===== src/rtl/sccb_pkg.sv =====
// Shared SCCB target definitions: FSM states, bus flag bytes and the default device address.
package sccb_pkg;

    typedef enum logic [3:0] {
        S_IDLE     = 4'd0,
        S_DEV_ADDR = 4'd1,
        S_DEV_ACK  = 4'd2,
        S_SUB_ADDR = 4'd3,
        S_SUB_ACK  = 4'd4,
        S_WR_DATA  = 4'd5,
        S_WR_ACK   = 4'd6,
        S_RD_DATA  = 4'd7,
        S_RD_ACK   = 4'd8,
        S_IGNORE   = 4'd9
    } sccb_state_e;

    localparam logic [6:0] SCCB_DEF_DEV_ADDR = 7'h21;
    localparam logic [7:0] SCCB_WR_FLAG      = 8'h42;
    localparam logic [7:0] SCCB_RD_FLAG      = 8'h43;

endpackage


===== src/rtl/sccb_line_sync.sv =====
// Synchronises raw SCL/SDA pads and detects SCL edges plus START/STOP conditions.
module sccb_line_sync #(
    parameter int unsigned SYNC_STAGES = 2
) (
    input  logic clk,
    input  logic rst,
    input  logic scl,
    input  logic sda_in,
    output logic scl_s,
    output logic sda_s,
    output logic scl_rise,
    output logic scl_fall,
    output logic start_det,
    output logic stop_det
);

    logic [SYNC_STAGES-1:0] scl_sync_q;
    logic [SYNC_STAGES-1:0] sda_sync_q;
    logic                   scl_prev_q;
    logic                   sda_prev_q;

    // Reset to the idle-high bus level so no edge is seen coming out of reset on an idle bus.
    always_ff @(posedge clk) begin
        if (rst) begin
            scl_sync_q <= '1;
            sda_sync_q <= '1;
            scl_prev_q <= 1'b1;
            sda_prev_q <= 1'b1;
        end else begin
            scl_sync_q <= {scl_sync_q[SYNC_STAGES-2:0], scl};
            sda_sync_q <= {sda_sync_q[SYNC_STAGES-2:0], sda_in};
            scl_prev_q <= scl_s;
            sda_prev_q <= sda_s;
        end
    end

    assign scl_s    = scl_sync_q[SYNC_STAGES-1];
    assign sda_s    = sda_sync_q[SYNC_STAGES-1];
    assign scl_rise = scl_s & ~scl_prev_q;
    assign scl_fall = ~scl_s & scl_prev_q;

    // SCL must be high on both samples; an SDA change coincident with an SCL edge is a data bit.
    assign start_det = scl_s & scl_prev_q & sda_prev_q & ~sda_s;
    assign stop_det  = scl_s & scl_prev_q & ~sda_prev_q & sda_s;

endmodule


===== src/rtl/sccb_target.sv =====
// SCCB/I2C target with register-file side interface; SDA driven open-drain only.
// Optional macro SCCB_AUTO_INC_EN enables register pointer auto-increment.
module sccb_target
    import sccb_pkg::*;
#(
    parameter logic [6:0]  DEV_ADDR    = SCCB_DEF_DEV_ADDR,
    parameter int unsigned SYNC_STAGES = 2
) (
    input  logic        clk,
    input  logic        rst,
    input  logic        scl,
    input  logic        sda_in,
    output logic        sda_oe,
    output logic [7:0]  reg_addr,
    output logic [7:0]  reg_wdata,
    output logic        reg_wr_en,
    output logic        reg_rd_en,
    input  logic [7:0]  reg_rdata,
    output logic        busy,
    output logic [11:0] debug_out
);

    logic scl_s, sda_s, scl_rise, scl_fall, start_det, stop_det;

    sccb_line_sync #(
        .SYNC_STAGES(SYNC_STAGES)
    ) u_sync (
        .clk      (clk),
        .rst      (rst),
        .scl      (scl),
        .sda_in   (sda_in),
        .scl_s    (scl_s),
        .sda_s    (sda_s),
        .scl_rise (scl_rise),
        .scl_fall (scl_fall),
        .start_det(start_det),
        .stop_det (stop_det)
    );

    sccb_state_e state_q, state_d;
    logic [3:0]  bit_cnt_q, bit_cnt_d;
    logic [7:0]  shift_q, shift_d;
    logic        sda_oe_q, sda_oe_d;
    logic        busy_q, busy_d;
    logic [7:0]  addr_q, addr_d;
    logic [7:0]  wdata_q, wdata_d;
    logic        wr_en_q, wr_en_d;
    logic        rd_load;
    logic [7:0]  byte_in;

    always_ff @(posedge clk) begin
        if (rst) begin
            state_q   <= S_IDLE;
            bit_cnt_q <= '0;
            shift_q   <= '0;
            sda_oe_q  <= 1'b0;
            busy_q    <= 1'b0;
            addr_q    <= '0;
            wdata_q   <= '0;
            wr_en_q   <= 1'b0;
        end else begin
            state_q   <= state_d;
            bit_cnt_q <= bit_cnt_d;
            shift_q   <= shift_d;
            sda_oe_q  <= sda_oe_d;
            busy_q    <= busy_d;
            addr_q    <= addr_d;
            wdata_q   <= wdata_d;
            wr_en_q   <= wr_en_d;
        end
    end

    always_comb begin
        state_d   = state_q;
        bit_cnt_d = bit_cnt_q;
        shift_d   = shift_q;
        sda_oe_d  = sda_oe_q;
        busy_d    = busy_q;
        addr_d    = addr_q;
        wdata_d   = wdata_q;
        wr_en_d   = 1'b0;
        rd_load   = 1'b0;
        byte_in   = {shift_q[6:0], sda_s};
`ifdef SCCB_AUTO_INC_EN
        // Bump the pointer the clk after the strobe so the strobe itself sees the old address.
        if (wr_en_q) begin
            addr_d = addr_q + 8'd1;
        end
`endif
        if (stop_det) begin
            state_d   = S_IDLE;
            bit_cnt_d = '0;
            sda_oe_d  = 1'b0;
            busy_d    = 1'b0;
        end else if (start_det) begin
            state_d   = S_DEV_ADDR;
            bit_cnt_d = '0;
            sda_oe_d  = 1'b0;
        end else begin
            case (state_q)
                S_DEV_ADDR, S_SUB_ADDR, S_WR_DATA: begin
                    if (scl_rise) begin
                        shift_d = byte_in;
                        if (bit_cnt_q == 4'd7) begin
                            bit_cnt_d = 4'd8;
                            if (state_q == S_DEV_ADDR) begin
                                if (byte_in[7:1] == DEV_ADDR) begin
                                    busy_d  = 1'b1;
                                    state_d = S_DEV_ACK;
                                end else begin
                                    state_d = S_IGNORE;
                                end
                            end else if (state_q == S_SUB_ADDR) begin
                                addr_d  = byte_in;
                                state_d = S_SUB_ACK;
                            end else begin
                                wdata_d = byte_in;
                                wr_en_d = 1'b1;
                                state_d = S_WR_ACK;
                            end
                        end else begin
                            bit_cnt_d = bit_cnt_q + 4'd1;
                        end
                    end
                end
                // bit_cnt 8: fall ending the byte starts the ACK; 9: fall ending the ACK bit.
                S_DEV_ACK, S_SUB_ACK, S_WR_ACK: begin
                    if (scl_fall) begin
                        if (bit_cnt_q == 4'd8) begin
                            sda_oe_d  = 1'b1;
                            bit_cnt_d = 4'd9;
                        end else begin
                            sda_oe_d  = 1'b0;
                            bit_cnt_d = '0;
                            if (state_q == S_DEV_ACK) begin
                                if (shift_q[0]) begin
                                    rd_load = 1'b1;
                                end else begin
                                    state_d = S_SUB_ADDR;
                                end
                            end else begin
                                state_d = S_WR_DATA;
                            end
                        end
                    end
                end
                S_RD_DATA: begin
                    if (scl_fall) begin
                        if (bit_cnt_q == 4'd8) begin
                            sda_oe_d  = 1'b0;
                            bit_cnt_d = '0;
                            state_d   = S_RD_ACK;
                        end else begin
                            sda_oe_d  = ~shift_q[6];
                            shift_d   = {shift_q[6:0], 1'b0};
                            bit_cnt_d = bit_cnt_q + 4'd1;
                        end
                    end
                end
                S_RD_ACK: begin
                    if (scl_rise) begin
                        if (!sda_s) begin
                            bit_cnt_d = 4'd9;
`ifdef SCCB_AUTO_INC_EN
                            addr_d = addr_q + 8'd1;
`endif
                        end else begin
                            state_d = S_IGNORE;
                        end
                    end else if (scl_fall && bit_cnt_q == 4'd9) begin
                        rd_load = 1'b1;
                    end
                end
                default: ;
            endcase
        end
        // bit_cnt counts bits already placed on SDA; the MSB goes out with the load.
        if (rd_load) begin
            shift_d   = reg_rdata;
            sda_oe_d  = ~reg_rdata[7];
            bit_cnt_d = 4'd1;
            state_d   = S_RD_DATA;
        end
    end

    assign sda_oe    = sda_oe_q;
    assign busy      = busy_q;
    assign reg_addr  = addr_q;
    assign reg_wdata = wdata_q;
    assign reg_wr_en = wr_en_q;
    assign reg_rd_en = rd_load & ~rst;
    assign debug_out = {state_q, bit_cnt_q, scl_s, sda_s, sda_oe_q, busy_q};

endmodule

===== config.mk =====
export PLATFORM = sky130hd
export DESIGN_NAME = sccb_target
export DESIGN_NICKNAME = d
export VERILOG_FILES = /design/src/rtl/sccb_pkg.sv /design/src/rtl/sccb_line_sync.sv /design/src/rtl/sccb_target.sv
export SDC_FILE = /design/constraint.sdc
export NUM_CORES = 1
export LEC_CHECK = 0
export CORE_ASPECT_RATIO = 1.25
export CORE_MARGIN = 3
export CORE_UTILIZATION = 50
export DETAILED_ROUTE_END_ITERATION = 10
export PLACE_DENSITY = 0.81
export SLEW_MARGIN = 5
export SYNTH_ARGS = -nofsm -noshare
export SYNTH_HDL_FRONTEND = slang
export SYNTH_SLANG_ARGS = --single-unit

===== constraint.sdc =====
create_clock -name clk -period 2.4 [get_ports clk]
set_clock_uncertainty 0.05 [all_clocks]
set_input_delay 0.24 -clock clk [delete_from_list [all_inputs] [get_ports clk]]
set_output_delay 0.24 -clock clk [all_outputs]
set_load 0.005 [all_outputs]

After elaboration in Yosys (flattened, before gate mapping):

Index checks and enable logic that the tools add are counted.

* add/subtract/negate cells: 1
* equal/unequal tests: 37
* muxes and demuxes: 54
* bitwise logic cells: 22
* reduce and logical (&&, ||, !) cells: 19

Operators with widths (number)
* two-way mux 4 bit: 20
* two-way mux 7 bit: 6
* inequality test 5 bit, second input constant: 8
* case mux 4 bit (4 select lines): 2
* AND reduction 6 bit: 4
* equality test 4 x 3 -> 1 bit, second input constant: 5
* AND reduction 10 bit: 2
* two-way mux 1 bit: 19
* inequality test 2 bit, second input constant: 8
* NOT 1 bit: 14
* case mux 7 bit (2 select lines): 1
* AND reduction 7 bit: 2
* equality test 4 bit, second input constant: 3
* inequality test 3 bit, second input constant: 4
* two-way mux 3 bit: 3
* AND 1 bit: 8
* equality test 4 x 2 -> 1 bit, second input constant: 2
* equality test 7 x 6 -> 1 bit, second input constant: 1
* nonzero test 7 bit: 1
* OR reduction 7 bit: 1
* inequality test 2 x 1 -> 1 bit, second input constant: 3
* inequality test 6 bit, second input constant: 1
* OR reduction 3 bit: 2
* inequality test 5 x 4 -> 1 bit, second input constant: 1
* 11 further kinds: 12

* flip-flop bits (word level): 40

Depth between registers and ports, before layout:

Gate-level depths: netlist (run 1).

* depth after elaboration: 10
* gate-level depth with buffers: 8

Cells and area by module:

Synthesis (run 1) repeated with hierarchy kept, for this count alone.

* cell total of the unflattened synthesis: 245
* area total of the unflattened synthesis: 2180.8 sq um

Modules (own cells, without submodules)
* sccb_target: instances 1, cells an instance 229, area an instance 1990.7 sq um
* sccb_line_sync: instances 1, cells an instance 16, area an instance 190.2 sq um

Worst setup path after synthesis (run 1):

No wires, ideal clock.

* path kind: register to register
* from: register bit_cnt_q[0]
* to: register shift_q[2]
* setup time: 0.086 ns
* arrival: 1.785 ns
* slack: 0.479 ns
* cell stages (with the launch flop): 9
* path buffers: 1
* clock period less this slack: 1.921 ns
* cell sequence: dfxtp_1 inv_1 ha_1 and3b_1 buf_2 nor3_1 o21ai_1 mux2i_1 a211oi_1

* word-level cells in the longest chain between the ends: 9

Ends and longest elaborated chain
* from (decl): RTL line sccb_target.sv:41 `logic [3:0] bit_cnt_q, bit_cnt_d;`
* from (signal assigned): RTL line sccb_target.sv:63 `bit_cnt_q <= bit_cnt_d;`
* equality test 4 bit: RTL line sccb_target.sv:170 `end else if (scl_fall && bit_cnt_q == 4'd9) begin`
* logical AND 1 bit: RTL line sccb_target.sv:170
* two-way mux 1 bit: RTL line sccb_target.sv:170
* two-way mux 1 bit: RTL line sccb_target.sv:161 `if (scl_rise) begin`
* case mux 1 bit (2 select lines): RTL line sccb_target.sv:100 `case (state_q)`
* two-way mux 1 bit: RTL line sccb_target.sv:95 `end else if (start_det) begin`
* two-way mux 1 bit: RTL line sccb_target.sv:90 `if (stop_det) begin`
* inequality test 3 bit (no source line), or another cell as far along
* AND reduction 6 bit (no source line)
* to (signal assigned): RTL line sccb_target.sv:64 `shift_q <= shift_d;`
* to (decl): RTL line sccb_target.sv:42 `logic [7:0] shift_q, shift_d;`

Parallel ways exist; a longest one is shown, timed or not.
A chain may end at the register's enable or synchronous reset.

Worst setup path after layout (run 1):

* from: register bit_cnt_q[0]
* to: register shift_q[3]

Same word-level chain as after synthesis.

==> impl_metrics.csv, run 1 <==
group,metric,value,unit
detailed_routing,drc_errors,0,
critical_path,critPathLaunchType,"register",
die,start_util,0.531,
critical_path,slowest_delay,500,ps
sta,fmax,476,MHz
detailed_routing,vias_per_cell,5.80,
clock_network,clockRootBuffer,"clkbuf_8",
power,leakage,1.06,nW
yosys,synth_flop_cell,"dfxtp_1",
layout,final_common_cell,"clkdlybuf4s50_1",
power,vdd_drop_max,505,uV
grt,antenna_found_initial,0,
grt,grt_first_pass_wirelength,9350,um
status,outcome,"complete, no violations",
grt,grt_pass1_vias,1956,
sta,rsz0062_at_grt,"no",
sta,fin_crit,2100,ps
critical_path,r2r_setup_slack,300,ps
detailed_routing,totalWireLength,5720,um
critical_path,cp.depth,7,
job,cap_violations,0,
power,seqPwrFrac,0.373,
critical_path,cpLargestDelayFamily,"compound AO/OA/AOI/OAI gates",
yosys,synth_seq_cells,40,
clock_network,cts_made_buffers,5,
placement,io_buffers,43,
yosys,async_reset_ff_frac,0,
yosys,syn_inst,264,
die,io-pin-count,44,
grt,grt_max_degree,38,
sta,worst_slew_pin_slew,604,ps
yosys,synth.avg_cell_area,8.44,um2
placement,hpwl,4200,um
power,switchingPower,0.805,mW
layout,layout-drive-gt1-share,0.152,
layout,area_growth,27.7,%
die,die_width,65.7,um
sta,setup_viol,0,
grt,grt_overflow_total,0,
clock_network,cts.sinks,40,
critical_path,worstRegToRegCells,7,
sta,tns,0,ps
sta,slew_viol_final,0,
clock_network,cts_tree,"yes",
placement,place_area,2710,um2
detailed_routing,route.vias.total,2124,
clock_network,clock_tree.buffer_depth,2,
yosys,ys_warn_count,0,
critical_path,r2r-start,"bit_cnt_q[0]",
sta,slew_headroom,0.595,
power,p_clk_frac,0.216,
clock_network,cts.htree.levels,2,
critical_path,crit_path_end,"shift_q[3]",
yosys,netlist_area,2230,um2
critical_path,slowest_stage,"o21ai_1",
grt,track_usage,0.229,
detailed_routing,drtIter0Drc,190,
critical_path,startpoint,"bit_cnt_q[0]",
die,rows,26,
power,p_comb_frac,0.411,
clock_network,clk_latency,300,ps
die,die_area,5300,um2
critical_path,timing.rr.end,"shift_q[3]",
detailed_routing,firstDrtPassIters,8,
critical_path,path_class,"register to register",
sta,worst_hold_slack,361,ps
yosys,ys_types,57,
yosys,syn_nets,279,
critical_path,worstPathArrival,2260,ps
layout,final_nets,324,
power,sw_frac_of_total,0.377,
layout,n_fill_cell,350,
yosys,yosysSeqAreaShare,0.360,
detailed_routing,ant_nets,0,
critical_path,path_buf_inv,1,
layout,layout_common_cells,"clkdlybuf4s50_1, dfxtp_1, nor2_1",
critical_path,crit_fanout,8,
hold_path,hp-class,"register to register",
power,fin_total_pwr,2.14,mW
sta,post-route-period-util,0.875,
detailed_routing,wl_per_cell,15.6,um
yosys,synth_edf_count,0,
die,fp.coreArea,4200,um2
power,power_density,751,nW/um2
layout,design_area,2840,um2
critical_path,cp-end-kind,"register",
power,p_int,1.33,mW
layout,utilization,0.678,
clock_network,clk_pin_slew,80,ps
critical_path,critPathRequiredTime,2560,ps
critical_path,worstPathCellList,"inv_1, ha_1, and3b_1, nor3_1, o21ai_1, mux2i_1, a211oi_1",
die,die_h,80.6,um
layout,antenna_cells,0,
sta,hold_viol,0,
placement,gp_congestion,0.935,
## per-layer routing
| layer | vias to the layer above | GRT usage | wire, um |
|---|---|---|---|
| met1 | 965 | 0.290 | 2420 |
| met2 | 101 | 0.375 | 2740 |
| met4 | 0 | 0.104 | 155 |
| li1 | 1043 | - | - |
| met5 | - | 0 | 0 |
| met3 | 15 | 0.0392 | 406 |
## cells in the mapped netlist (3+ instances only)
cell      count  share of area
dfxtp_1      40           0.36
nor2_1       30          0.051
mux2i_1      18          0.081
a21oi_1      16          0.036
nand2_1      16          0.027
nand3_1      15          0.034
clkbuf_1     11          0.019
a211oi_1      8          0.027
o21ai_0       8          0.018
inv_1         7          0.012
or2_2         7          0.020
nand2b_1      5          0.014
nor3_1        5          0.011
and3_1        4          0.011
buf_2         4         0.0090
buf_4         4          0.013
nor4_1        4          0.011
and2_1        3         0.0084
and3b_1       3          0.012
ha_1          3          0.017
nand3b_1      3          0.010
nor3b_1       3          0.010
o21a_1        3          0.010
o22ai_1       3         0.0084
## sequential cells by signal, summed over array words and instances (netlist names)
signal,count
u_sync.scl_sync_q,2
reg_wdata,8
u_sync.sda_prev_q,1
u_sync.scl_prev_q,1
busy,1
reg_addr,8
u_sync.sda_sync_q,2
shift_q,7
bit_cnt_q,4
sda_oe,1
reg_wr_en,1
state_q,4
## stage by stage
step,worst slack (ps),std cells
after floorplan,479,264
after global placement,240,355
after detailed placement,211,355
after CTS,3.37,364
after global routing,115,366
final,300,366
## power by group through the flow
stage | logic (mW) | clock network, mW | registers (mW)
finish | 0.879 | 0.462 | 0.796
detailed placement | 0.831 | 0 | 0.805
global placement | 0.829 | 0 | 0.807
global route | 0.962 | 0.498 | 0.808
floorplan | 0.620 | 0 | 0.772
CTS | 0.843 | 0.474 | 0.799
## how the worst min path moves through the flow
stage                                     from                   end  slack [ps]  cells past startpoint
after global routing      u_sync.scl_sync_q[0]  u_sync.scl_sync_q[1]         380                      1
after detailed placement  u_sync.scl_sync_q[0]  u_sync.scl_sync_q[1]         350                      1
after CTS                 u_sync.scl_sync_q[0]  u_sync.scl_sync_q[1]         370                      1
final                     u_sync.scl_sync_q[0]  u_sync.scl_sync_q[1]         360                      1
after global placement    u_sync.sda_sync_q[0]  u_sync.sda_sync_q[1]         340                      1
after floorplan                            scl  u_sync.scl_sync_q[0]         290                      1
## repair_timing
action / CTS / global route
hold buffers: 0 / 0
pin swaps: 1 / 2
gates resized for setup: 6 / 4
setup buffers: 1 / 2
setup endpoints to repair: 1 / 1
## final cells by class
cell class / instances / area (um2) / area share
Clock buffer: 5 / 68.8 / 0.0242
Multi-Input combinational cell: 196 / 1290 / 0.454
Clock inverter: 3 / 21.3 / 0.00748
Tap cell: 56 / 70.1 / 0.0246
Sequential cell: 40 / 810 / 0.285
Timing Repair Buffer: 59 / 557 / 0.196
Inverter: 7 / 26.3 / 0.00924
## cells by family (layout without fill, tap and decap cells)
logic type      Yosys count  in the layout  share of synthesized area
simple gates            110            110                      0.268
compound gates           62             62                      0.200
flops                    40             40                      0.360
buf+inv                  28             74                     0.0629
mux                      18             18                     0.0809
fa+ha+maj                 3              3                     0.0169
xor+xnor                  3              3                     0.0118
(Power assumes the default switching activity.)
==> run 2, diff against run 1 <==
--- a/config.mk
+++ b/config.mk
@@ -5,11 +5,11 @@
 export SDC_FILE = /design/constraint.sdc
 export NUM_CORES = 1
 export LEC_CHECK = 0
-export CORE_ASPECT_RATIO = 1.25
-export CORE_MARGIN = 3
-export CORE_UTILIZATION = 50
+export CELL_PAD_IN_SITES_DETAIL_PLACEMENT = 0
+export CELL_PAD_IN_SITES_GLOBAL_PLACEMENT = 1
+export CORE_UTILIZATION = 38
 export DETAILED_ROUTE_END_ITERATION = 10
-export PLACE_DENSITY = 0.81
+export PLACE_DENSITY = 0.82
 export SLEW_MARGIN = 5
 export SYNTH_ARGS = -nofsm -noshare
 export SYNTH_HDL_FRONTEND = slang
==> impl_metrics.csv, run 2 (same netlist as run 1, synthesis figures left out) <==
group,metric,value,unit
detailed_routing,route.vias.total,2093,
detailed_routing,ant_nets,0,
sta,fmax,467,MHz
critical_path,r2r-start,"bit_cnt_q[0]",
clock_network,clk_pin_slew,90,ps
power,sw_frac_of_total,0.352,
detailed_routing,vias_per_cell,5.49,
power,p_comb_frac,0.375,
hold_path,min-delay-start,"u_sync.scl_sync_q[0]",
clock_network,cts.sinks,40,
critical_path,startpoint,"bit_cnt_q[0]",
power,leakage,1.08,nW
power,seqPwrFrac,0.365,
grt,grt_first_pass_wirelength,9720,um
placement,hpwl,4220,um
hold_path,hp-class,"register to register",
placement,place_ws,187,ps
layout,final_common_cell,"clkdlybuf4s50_1",
sta,worst_hold_slack,366,ps
sta,slew_viol_final,0,
sta,worst_slew_pin_slew,681,ps
sta,hold_viol,0,
critical_path,path_class,"register to register",
critical_path,worstRegToRegCells,7,
layout,final_nets,323,
die,start_util,0.400,
critical_path,r2r_setup_slack,260,ps
status,outcome,"complete, no violations",
critical_path,critPathLaunchType,"register",
clock_network,cts.htree.levels,2,
power,switchingPower,0.798,mW
sta,fin_ws,259,ps
die,io-pin-count,44,
job,cap_violations,0,
critical_path,worstPathArrival,2300,ps
clock_network,clockRootBuffer,"clkbuf_8",
sta,setup_viol,0,
layout,area_growth,29.8,%
placement,io_buffers,43,
grt,busiest_layer,"met1",
grt,grt_pass1_vias,1968,
die,fp.coreArea,5570,um2
sta,tns,0,ps
die,die_h,78.6,um
detailed_routing,drtIter0Drc,230,
detailed_routing,wl_per_cell,15.5,um
clock_network,clock_tree.buffer_depth,2,
clock_network,clk_latency,300,ps
grt,grtUsageMet3,0.0326,
power,power_density,785,nW/um2
sta,rsz0062_at_grt,"no",
power,p_clk_frac,0.259,
grt,grt_overflow_total,0,
die,die_area,6170,um2
power,vdd_drop_max,410,uV
critical_path,crit_path_end,"shift_q[3]",
detailed_routing,totalWireLength,5890,um
sta,slew_headroom,0.543,
layout,layout-drive-gt1-share,0.152,
clock_network,cts_made_buffers,5,
layout,layout_common_cells,"clkdlybuf4s50_1, dfxtp_1, nor2_1",
critical_path,cp-end-kind,"register",
clock_network,cts_tree,"yes",
grt,use_met1,0.299,
critical_path,crit_fanout,8,
grt,antenna_found_initial,0,
grt,use_met2,0.289,
layout,utilization,0.519,
detailed_routing,firstDrtPassIters,4,
critical_path,critPathRequiredTime,2560,ps
grt,track_usage,0.200,
die,die_width,78.6,um
sta,post-route-period-util,0.892,
detailed_routing,drc_errors,0,
sta,fin_crit,2140,ps
grt,grt_max_degree,38,
die,rows,27,
power,p_int,1.47,mW
placement,gp_congestion,0.901,
critical_path,timing.rr.end,"shift_q[3]",
layout,antenna_cells,0,
[run 2: timing repair]
| item | 4_1_cts | 5_1_grt |
|---|---|---|
| endpoints found under the setup margin | 1 | 1 |
| hold buffers | 0 | 0 |
| setup buffers | 2 | 0 |
| pin swaps | 0 | 1 |
| resized for setup | 9 | 2 |
[run 2: worst min path at each step]
stage / end / slack (ps) / cells past startpoint
final: u_sync.scl_sync_q[1] / 370 / 1
after global routing: u_sync.sda_sync_q[1] / 380 / 1
after CTS: u_sync.scl_sync_q[1] / 370 / 1
after detailed placement: u_sync.scl_sync_q[1] / 350 / 1
after global placement: u_sync.sda_sync_q[1] / 340 / 1
after floorplan: u_sync.scl_sync_q[0] / 290 / 1
[run 2: area by class of cell]
type                       instances  area, um2
tap                               72       90.1
timing repair buffer              58        546
fill                             542       2680
clock inverter                     2       38.8
inverter                           7       26.3
clock buffer                       6       82.6
sequential                        40        813
multi-input combinational        196       1290
[run 2: power by group through the flow]
stage	logic [mW]	clock network (mW)	registers [mW]
finish	0.851	0.588	0.829
global route	0.938	0.629	0.839
CTS	0.843	0.606	0.825
detailed placement	0.810	0	0.837
global placement	0.812	0	0.835
floorplan	0.620	0	0.772
[run 2: worst max-delay path, cell delays in order, from the launching register on]
cell	delay, ps
dfxtp_4	360
inv_1	80
ha_1	160
and3b_1	310
nor3_1	110
o21ai_1	560
mux2i_1	160
a211oi_1	260
[run 2: per-layer routing]
| layer | vias up | share of wire |
|---|---|---|
| met5 | - | 0 |
| met1 | 977 | 0.47 |
| met2 | 74 | 0.45 |
| li1 | 1034 | - |
| met4 | 0 | 0.012 |
| met3 | 8 | 0.070 |
[run 2: through the flow]
step | cells | power (mW) | cell area (um2)
detailed placement | 371 | 1.65 | 2730
floorplan | 264 | 1.39 | 2230
finish | 381 | 2.27 | 2890
CTS | 381 | 2.27 | 2890
global placement | 371 | 1.65 | 2730
global route | 381 | 2.41 | 2890
==> run 3, diff against run 2 <==
--- a/config.mk
+++ b/config.mk
@@ -8,6 +8,7 @@
 export CELL_PAD_IN_SITES_DETAIL_PLACEMENT = 0
 export CELL_PAD_IN_SITES_GLOBAL_PLACEMENT = 1
 export CORE_UTILIZATION = 38
+export CTS_CLUSTER_SIZE = 12
 export DETAILED_ROUTE_END_ITERATION = 10
 export PLACE_DENSITY = 0.82
 export SLEW_MARGIN = 5
==> results of run 3 <==
Same layout as run 2: the final DEF is identical, and so are final timing and power.
